### src/rtl/joy2quad_multi.sv
// Multi-channel joystick-to-quadrature steering emulator with per-bit input synchronisers.
// Define JOY2QUAD_ACCEL_EN to enable hold-to-accelerate step rates (speed port tied to 0 otherwise).
module joy2quad_multi #(
  parameter int unsigned CHANNELS    = 2,
  parameter int unsigned DIV_W       = 16,
  parameter int unsigned ACCEL_STEPS = 3,
  parameter int unsigned ACCEL_HOLD  = 8
) (
  input  logic                  CLK,
  input  logic                  Reset_n,
  input  logic [DIV_W-1:0]      clkdiv,
  input  logic [CHANNELS-1:0]   right,
  input  logic [CHANNELS-1:0]   left,
  output logic [2*CHANNELS-1:0] steer,
  output logic [2*CHANNELS-1:0] speed
);

  typedef enum logic [1:0] {DIR_IDLE, DIR_RIGHT, DIR_LEFT} dir_e;

  logic [CHANNELS-1:0] r_s1_q, r_s2_q, l_s1_q, l_s2_q;

  // Phase is stored directly in Gray form so steer comes straight off a flop.
  logic [1:0]       ab_q   [CHANNELS];
  logic [1:0]       ab_d   [CHANNELS];
  logic [DIV_W-1:0] cnt_q  [CHANNELS];
  logic [DIV_W-1:0] cnt_d  [CHANNELS];
  dir_e             last_q [CHANNELS];
  dir_e             last_d [CHANNELS];

`ifdef JOY2QUAD_ACCEL_EN
  localparam int unsigned HOLD_W  = $clog2(ACCEL_HOLD + 1);
  localparam logic [1:0]  SPD_MAX = 2'(ACCEL_STEPS - 1);

  logic [1:0]        spd_q  [CHANNELS];
  logic [1:0]        spd_d  [CHANNELS];
  logic [HOLD_W-1:0] hold_q [CHANNELS];
  logic [HOLD_W-1:0] hold_d [CHANNELS];
`endif

  always_ff @(posedge CLK or negedge Reset_n) begin
    if (!Reset_n) begin
      r_s1_q <= '0;
      r_s2_q <= '0;
      l_s1_q <= '0;
      l_s2_q <= '0;
    end else begin
      r_s1_q <= right;
      r_s2_q <= r_s1_q;
      l_s1_q <= left;
      l_s2_q <= l_s1_q;
    end
  end

  always_comb begin
    logic [DIV_W-1:0] per;
    logic [DIV_W-1:0] per0;
    dir_e             dir;
    logic [1:0]       pidx;
    logic [1:0]       pnx;
    logic [1:0]       ab_nx;
    per   = '0;
    per0  = '0;
    dir   = DIR_IDLE;
    pidx  = '0;
    pnx   = '0;
    ab_nx = '0;
    for (int unsigned ch = 0; ch < CHANNELS; ch++) begin
      ab_d[ch]   = ab_q[ch];
      cnt_d[ch]  = cnt_q[ch];
      last_d[ch] = last_q[ch];
`ifdef JOY2QUAD_ACCEL_EN
      spd_d[ch]  = spd_q[ch];
      hold_d[ch] = hold_q[ch];
`endif
      if (r_s2_q[ch] && !l_s2_q[ch])
        dir = DIR_RIGHT;
      else if (l_s2_q[ch] && !r_s2_q[ch])
        dir = DIR_LEFT;
      else
        dir = DIR_IDLE;

      per0 = (clkdiv == '0) ? DIV_W'(1) : clkdiv;
`ifdef JOY2QUAD_ACCEL_EN
      per = clkdiv >> spd_q[ch];
      if (per == '0)
        per = DIV_W'(1);
`else
      per = per0;
`endif

      pidx  = {ab_q[ch][1], ^ab_q[ch]};
      pnx   = (dir == DIR_LEFT) ? pidx - 2'd1 : pidx + 2'd1;
      ab_nx = {pnx[1], ^pnx};

      last_d[ch] = dir;
      if (dir == DIR_IDLE) begin
        cnt_d[ch] = '0;
`ifdef JOY2QUAD_ACCEL_EN
        spd_d[ch]  = '0;
        hold_d[ch] = '0;
`endif
      end else if (last_q[ch] != DIR_IDLE && last_q[ch] != dir) begin
        // Reversal: step at once and restart the cadence at base speed.
        ab_d[ch]  = ab_nx;
        cnt_d[ch] = per0 - DIV_W'(1);
`ifdef JOY2QUAD_ACCEL_EN
        spd_d[ch]  = '0;
        hold_d[ch] = '0;
`endif
      end else if (cnt_q[ch] == '0) begin
        ab_d[ch]  = ab_nx;
        cnt_d[ch] = per - DIV_W'(1);
`ifdef JOY2QUAD_ACCEL_EN
        if (32'(hold_q[ch]) + 32'd1 >= ACCEL_HOLD) begin
          if (spd_q[ch] < SPD_MAX) begin
            spd_d[ch]  = spd_q[ch] + 2'd1;
            hold_d[ch] = '0;
          end else begin
            hold_d[ch] = HOLD_W'(ACCEL_HOLD);
          end
        end else begin
          hold_d[ch] = hold_q[ch] + HOLD_W'(1);
        end
`endif
      end else begin
        cnt_d[ch] = cnt_q[ch] - DIV_W'(1);
      end
    end
  end

  always_ff @(posedge CLK or negedge Reset_n) begin
    if (!Reset_n) begin
      for (int unsigned ch = 0; ch < CHANNELS; ch++) begin
        ab_q[ch]   <= '0;
        cnt_q[ch]  <= '0;
        last_q[ch] <= DIR_IDLE;
`ifdef JOY2QUAD_ACCEL_EN
        spd_q[ch]  <= '0;
        hold_q[ch] <= '0;
`endif
      end
    end else begin
      for (int unsigned ch = 0; ch < CHANNELS; ch++) begin
        ab_q[ch]   <= ab_d[ch];
        cnt_q[ch]  <= cnt_d[ch];
        last_q[ch] <= last_d[ch];
`ifdef JOY2QUAD_ACCEL_EN
        spd_q[ch]  <= spd_d[ch];
        hold_q[ch] <= hold_d[ch];
`endif
      end
    end
  end

  always_comb begin
    steer = '0;
    for (int unsigned ch = 0; ch < CHANNELS; ch++)
      steer[2*ch +: 2] = ab_q[ch];
  end

`ifdef JOY2QUAD_ACCEL_EN
  always_comb begin
    speed = '0;
    for (int unsigned ch = 0; ch < CHANNELS; ch++)
      speed[2*ch +: 2] = spd_q[ch];
  end
`else
  assign speed = '0;
`endif

endmodule
### config.mk
export PLATFORM = sky130hd
export DESIGN_NAME = joy2quad_multi
export DESIGN_NICKNAME = d
export VERILOG_FILES = /design/src/rtl/joy2quad_multi.sv
export SDC_FILE = /design/constraint.sdc
export NUM_CORES = 1
export LEC_CHECK = 0
export ABC_AREA = 1
export CORE_ASPECT_RATIO = 0.6
export CORE_UTILIZATION = 31
export DETAILED_ROUTE_END_ITERATION = 6
export GPL_ROUTABILITY_DRIVEN = 0
export GPL_TIMING_DRIVEN = 0
export SLEW_MARGIN = 20
export SYNTH_ARGS = -nofsm -noshare
export SYNTH_HDL_FRONTEND = slang
export SYNTH_SLANG_ARGS = --single-unit
### constraint.sdc
create_clock -name CLK -period 4.6 [get_ports CLK]
set_input_delay 0.69 -clock CLK [delete_from_list [all_inputs] [get_ports CLK]]
set_output_delay 0.69 -clock CLK [all_outputs]
set_load 0.02 [all_outputs]
; ---- After elaboration in Yosys (flattened, before gate mapping)
; Cells that the tools add are included.
[word_totals]
ff_bits = 48
output_inout_bits = 8
word_cells = 65
[op_classes]
add_sub_neg = 7
eq_ne = 4
muxes = 17
bitwise_logic = 2
reduce_logical = 25
[ops]
columns = operator, n
row1 = 16-bit 2-to-1 mux, 7
row2 = 16-bit logical NOT, 3
row3 = "16-bit by 1-bit subtractor with 16-bit output, second input constant", 3
row4 = 2-bit 2-to-1 mux, 10
row5 = 2-bit nonzero test, 4
row6 = 2-bit XOR reduction, 4
row7 = 1-bit logical AND, 6
row8 = "2-bit by 1-bit adder with 2-bit output, second input constant", 2
row9 = "2-bit equality test, second input constant", 2
row10 = 1-bit logical NOT, 4
row11 = 2-bit logical NOT, 2
row12 = 2-bit inequality test, 2
row13 = 2-bit AND reduction, 2
row14 = "2-bit by 1-bit subtractor with 2-bit output, second input constant", 2
row15 = 1-bit NOT, 2

; ---- Longest topological paths before layout
; Gate-level depths: netlist (run 1).
[depth]
depth_word = 9
depth_mapped = 13
depth_no_buf = 13

; ---- Worst setup path after synthesis (run 1)
; No wires, ideal clock.
[synth_path]
path_kind = input to register
from = input clkdiv[9]
to = register cnt_q[28] in the netlist's numbering
t_arrival_ps = 1999
slack_ps = 2481
path_stages = 12
n_path_buf = 0
cell_sequence = nor2_1 nand2_1 nor2_1 nand2_2 nand2_1 inv_1 ha_1 nand2_1 nor3_1 xor2_1 o21ai_0 nor2_1
[synth_rtl]
columns = item, line_no
row1 = from (decl), 11  ; input logic [DIV_W-1:0] clkdiv,
row2 = "to (signal, indexed assignment)", 145  ; cnt_q[ch] <= cnt_d[ch];
row3 = to (decl), 25  ; logic [DIV_W-1:0] cnt_q [CHANNELS];

==> results_dict.tcl, run 1 <==
set metrics [dict create \
    report.final.slew_viol_count 0 \
    path_max_fanout 7 \
    drtIter0Drc 234 \
    outcome "complete, no violations" \
    stdcell_count 561 \
    cpPeakStageDelay_ps 610 \
    whs_endpoint "r_s2_q[1]" \
    viasPerCell 4.69 \
    hp-start "r_s1_q[1]" \
    port_buffers 25 \
    cts_num_sinks 48 \
    hold_viol 0 \
    async_flop_share 1.00 \
    totalNegativeSetupSlack_ps 0 \
    insertion_delay_ps 300 \
    clk_pin_slew_ps 70 \
    ios 30 \
    required_ps 4790 \
    cap_violations 0 \
    ctsHoldBuffers 0 \
    grt_max_degree 49 \
    multiInputGateArea_sq_um 1640 \
    holdWs_ps 350 \
    r2r_cells 9 \
    ff_latch_area_sq_um 1200 \
    power_density_nw_per_um2 463 \
    start_kind "input pin" \
    syn_area_sq_um 3050 \
    critPathKind "input pin to flop" \
    crit_path_end_kind "flop" \
    reg2reg_to "cnt_q[14]" \
    vdd_drop_max_v 0.000312 \
    critPathLaunch "clkdiv[4]" \
    fin_worst_skew_ps 4.91 \
    worst_slew_pin_slew_ps 629 \
    cts_inserted_buffers 5 \
    nNetsFinal 462 \
    hold_class "flop to flop" \
    max_slew_margin 0.580 \
    rows 27 \
    wire_per_inst_microns 13.5 \
    r2r_setup_slack_ps 2660 \
    die_height_microns 78.9 \
    dr.pass1.iters 4 \
    drc 0 \
    dp.cells 554 \
    synth_cell_types 31 \
    cts_resized 0 \
    drive_gt1_frac 0.118 \
    start_util 0.326 \
    num_vias 2629 \
    wirelength_mm 7.57 \
    cts_buffer_depth 2 \
    die_area_sq_um 10300 \
    setup_viol 0 \
    grtUsageTotal 0.164 \
    slowest_stage "clkdlybuf4s50_1" \
    postCtsSetupRepairBufs 0 \
    antenna_found_initial 0 \
    p_leak_uw 0.00170 \
    synth_edf_count 0 \
    pre_cts_ws_ps 1360 \
    nFillCells 953 \
    htree_levels 2 \
    worst_slack_ps 1640 \
    cts_tree "done" \
    rsz0062_at_grt "false" \
    coreArea_sq_um 9360 \
    cp.arrival_ps 3150 \
    yosysSeqAreaShare 0.393 \
    max_freq_mhz 338 \
    synth_warnings 0 \
    grt-ovfl-total 0 \
    diodes 0 \
    period_needed_ps 2960 \
    synth_seq_cells 48 \
    drtAntennaViolNets 0 \
    ys.flop_type "dfrtp_1" \
    grt_pass1_wl_mm 12.5 \
    grt_pass1_vias 2402 \
    synth_area_per_cell_sq_um 7.71 \
    dpl.hpwl_mm 5.90 \
    synthCells 396 \
    clockRootBuffer "clkbuf_16" \
    area_growth_pct 18.3 \
    hold_depth 0 \
    reg2reg_from "cnt_q[0]" \
    period_share 0.644 \
    die_x_microns 130 \
    crit_chain "clkdlybuf4s50_1 -> nor2_1 -> nand2_1 -> nor2_1 -> nand2_2 -> nand2_1 -> inv_1 -> ha_1 -> nand2_1 -> nor2_1 -> nand2_1 -> xnor2_1 -> o21ai_0 -> nor2_1" \
]
## cell usage in the layout (no fill, tap or decap), drive strengths merged
cell and n:
a211oi 1, a21oi 15, and2 3, and3 1, buf 8, clkbuf 5, clkdlybuf4s50 24, clkinv 3
clkinvlp 1, conb 4, dfrtp 48, ha 9, inv 42, nand2 91, nand3 25, nand4 3
nor2 75, nor3 9, o21ai 24, o22ai 10, xnor2 15, xor2 15
## where the power goes
part           switching (uW)  internal, uW
Combinational             423           281
Clock                     164           198
Sequential               91.5           515
## final cells by class
cell class | count | area share
clock inverters | 2 | 0.00346
plain buffers | 7 | 0.0177
well taps | 130 | 0.0450
clock buffers | 5 | 0.0346
flip-flops and latches | 48 | 0.332
multi-input cells | 300 | 0.453
inverters | 44 | 0.0457
repair buffers | 25 | 0.0686
## sequential cells by signal (all words and copies together), names as in the netlist
register,count
cnt_q,32
l_s1_q,2
l_s2_q,2
last_q,4
r_s1_q,2
r_s2_q,2
steer,4
## cell families after synthesis
group,Yosys count,share of synthesized area
and+or+nand+nor,207,0.301
buffers and inverters,51,0.0750
AOI/OAI and AO/OA,50,0.107
DFF,48,0.393
xor gates and xnor gates,30,0.0860
adders and majority gates,9,0.0369
other,1,0.00123
## Yosys cell counts (2+ instances only)
master     n  share of area
nand2_1   81           0.10
nor2_1    67          0.082
dfrtp_1   48           0.39
inv_1     37          0.045
nand3_1   25          0.041
o21ai_1   16          0.026
xnor2_1   15          0.043
xor2_1    15          0.043
a21oi_1   14          0.023
ha_1       9          0.037
nand2_2    9          0.018
nor2_2     6          0.012
nor3_1     6         0.0098
o21ai_0    6         0.0098
o22ai_2    6          0.025
inv_2      5         0.0061
buf_4      4         0.0098
o22ai_1    4         0.0082
and2_1     3         0.0061
buf_6      3          0.011
nand4_1    3         0.0061
clkinv_1   2         0.0025
nor2_4     2         0.0074
nor3_2     2         0.0066
o21ai_2    2         0.0057
## critical path, delay by kind of cell
family          cells  cell delay (ps)
simple gates        9             1230
buf+inv             2              690
compound gates      1              200
fa+ha+maj           1              170
xor+xnor            1              150
## stage by stage
step | cell area, sq um | power, uW | utilization
after floorplan | 3070 | 1110 | -
after global placement | 3480 | 1290 | 0.372
after detailed placement | 3480 | 1310 | 0.371
after CTS | 3610 | 1670 | 0.386
after global routing | 3610 | 1790 | 0.386
final | 3610 | 1670 | 0.386
## worst max-delay path by stage
stage                endpoint  slack (ps)
floorplan           cnt_q[28]        2480
global placement    cnt_q[28]        1360
detailed placement  cnt_q[14]        1360
CTS                 cnt_q[14]        1670
global route        cnt_q[14]        1400
finish              cnt_q[14]        1640
## per-layer routing
layer  share of wire  global-route usage
met2            0.35               0.195
met4           0.010              0.0477
met3           0.077              0.0438
met5               0                   0
met1            0.56               0.270
Power figures use the tool's default switching activity.
==> run 2, diff against run 1 <==
==> constraint.sdc (replaced) <==
create_clock -name CLK -period 2.84 [get_ports CLK]
set_input_delay 0.426 -clock CLK [delete_from_list [all_inputs] [get_ports CLK]]
set_output_delay 0.426 -clock CLK [all_outputs]
set_load 0.02 [all_outputs]
==> run 2 against run 1 <==
Compared with the run above: cell area is essentially flat; flip-flop and latch count is the same; non-clock buffer count unchanged; critical path depth down 1; utilization about the same; combinational power grew 62%; clock-buffer cell count unchanged; cell count unchanged; via count increased by 1.2%; worst hold slack got worse by 210 ps; critical path type unchanged.
==> results_dict.tcl, run 2 (synthesis results as in run 1) <==
set metrics [dict create \
    largest_register "cnt_q" \
    ctsHoldBuffers 0 \
    grt-ovfl-total 0 \
    layout_common_cells "81 x nand2_1, 66 x nor2_1, 48 x dfrtp_1" \
    rsz0062_at_grt "true" \
    cts_tree "done" \
    die_area_sq_um 10300 \
    nNetsFinal 462 \
    htree_levels 2 \
    cts_buffer_depth 2 \
    coreArea_sq_um 9360 \
    clk_pin_slew_ps 60 \
    largest_register_ffs 32 \
    die_x_microns 130 \
    r2r_cells 9 \
    max_slew_margin 0.581 \
    cp.arrival_ps 2790 \
    nFillCells 952 \
    start_util 0.326 \
    power_density_nw_per_um2 749 \
    cts_num_sinks 48 \
    die_height_microns 78.9 \
    drive_gt1_frac 0.121 \
    drc 0 \
    postCtsSetupRepairBufs 0 \
    cts_inserted_buffers 5 \
    setup_viol 0 \
    rows 27 \
    critPathKind "input pin to flop" \
    holdWs_ps 139 \
    dpl.hpwl_mm 5.90 \
    fin_worst_skew_ps 3.51 \
    dp.cells 554 \
    power.total_uw 2710 \
    crit_path_end_kind "flop" \
    hold_viol 0 \
    max_freq_mhz 383 \
    report.final.slew_viol_count 0 \
    hold_class "input pin to async pin" \
    clockRootBuffer "clkbuf_16" \
    post_dp_cell_area_sq_um 3480 \
    area_growth_pct 18.4 \
    wirelength_mm 7.58 \
    final_common_cell "nand2_1" \
    totalNegativeSetupSlack_ps 0 \
    period_needed_ps 2610 \
    antenna_found_initial 0 \
    required_ps 3020 \
    multiInputGateArea_sq_um 1640 \
    ff_latch_area_sq_um 1200 \
    grt_pass1_wl_mm 12.5 \
    final_area_sq_um 3620 \
    grt_pass1_vias 2402 \
    reg2reg_from "cnt_q[0]" \
    num_vias 2660 \
    grt_max_degree 49 \
    period_share 0.919 \
    reg2reg_to "cnt_q[14]" \
    wire_per_inst_microns 13.5 \
    p_leak_uw 0.00170 \
    start_kind "input pin" \
    vdd_drop_max_v 0.000507 \
    outcome "complete, no violations" \
    insertion_delay_ps 300 \
    path_max_fanout 7 \
    port_buffers 25 \
    stdcell_count 561 \
    cap_violations 0 \
    dr.pass1.iters 5 \
    ios 30 \
    drtAntennaViolNets 0 \
    cts_resized 0 \
    diodes 0 \
    viasPerCell 4.74 \
    drtIter0Drc 213 \
    r2r_setup_slack_ps 900 \
    worst_slew_pin_slew_ps 629 \
    grtUsageTotal 0.164 \
]
-- run 2: cell counts in the layout (fill, tap and decap cells not counted) --
No cell type changed its count.
-- run 2: worst max path at each step --
| stage | slack, ps | endpoint | start |
|---|---|---|---|
| detailed placement | -130 | cnt_q[14] | clkdiv[4] |
| CTS | 180 | cnt_q[14] | clkdiv[4] |
| global route | -3 | cnt_q[14] | clkdiv[4] |
| global placement | -140 | cnt_q[28] | Reset_n |
| finish | 230 | cnt_q[28] | clkdiv[4] |
| floorplan | 980 | cnt_q[28] | clkdiv[9] |
-- run 2: final cells by class --
class                      instances  area share
clock inverter                     2     0.00346
sequential                        48       0.332
buffer                             7      0.0176
timing repair buffer              25      0.0685
tap                              130      0.0450
inverter                          44      0.0457
clock buffer                       5      0.0346
multi-input combinational        300       0.453
-- run 2: critical path: stages --
cell	delay, ps
clkdlybuf4s50_1	540
nor2_1	220
nand2_1	110
nor2_1	140
nand2_2	140
nand2_1	150
inv_1	60
ha_1	200
nand2_1	230
nor3_1	120
xor2_1	170
o21ai_0	210
nor2_1	60
-- run 2: metrics by stage --
| step | setup slack, ps | util |
|---|---|---|
| 6_report | 230 | 0.386 |
| 5_1_grt | -2.80 | 0.386 |
| 4_1_cts | 176 | 0.386 |
| 3_5_place_dp | -134 | 0.371 |
| 3_3_place_gp | -137 | 0.372 |
| 2_1_floorplan | 985 | - |
-- run 2: power by group --
| part | switching, uW | internal (uW) | total, uW | leakage, uW |
|---|---|---|---|---|
| clock network | 265 | 320 | 585 | 0.0000657 |
| registers | 148 | 834 | 982 | 0.000610 |
| logic | 685 | 455 | 1140 | 0.00103 |
| total | 1100 | 1610 | 2710 | 0.00170 |
-- run 2: layer usage --
metal  wire [microns]  track usage  up-vias  share of wire
met4               96       0.0477        0          0.013
met5                0            0        -              0
met2             2690        0.195       94           0.35
met3              611       0.0438       10          0.081
met1             4190        0.270     1234           0.55
li1                 -            -     1322              -
==> run 3, diff against run 2 <==
--- a/config.mk
+++ b/config.mk
@@ -6,11 +6,13 @@
 export NUM_CORES = 1
 export LEC_CHECK = 0
 export ABC_AREA = 1
+export CAP_MARGIN = 20
 export CORE_ASPECT_RATIO = 0.6
 export CORE_UTILIZATION = 31
 export DETAILED_ROUTE_END_ITERATION = 6
 export GPL_ROUTABILITY_DRIVEN = 0
 export GPL_TIMING_DRIVEN = 0
+export SKIP_CTS_REPAIR_TIMING = 1
 export SLEW_MARGIN = 20
 export SYNTH_ARGS = -nofsm -noshare
 export SYNTH_HDL_FRONTEND = slang
==> results of run 3 <==
Final layout, timing and power as in run 2 (identical DEF).
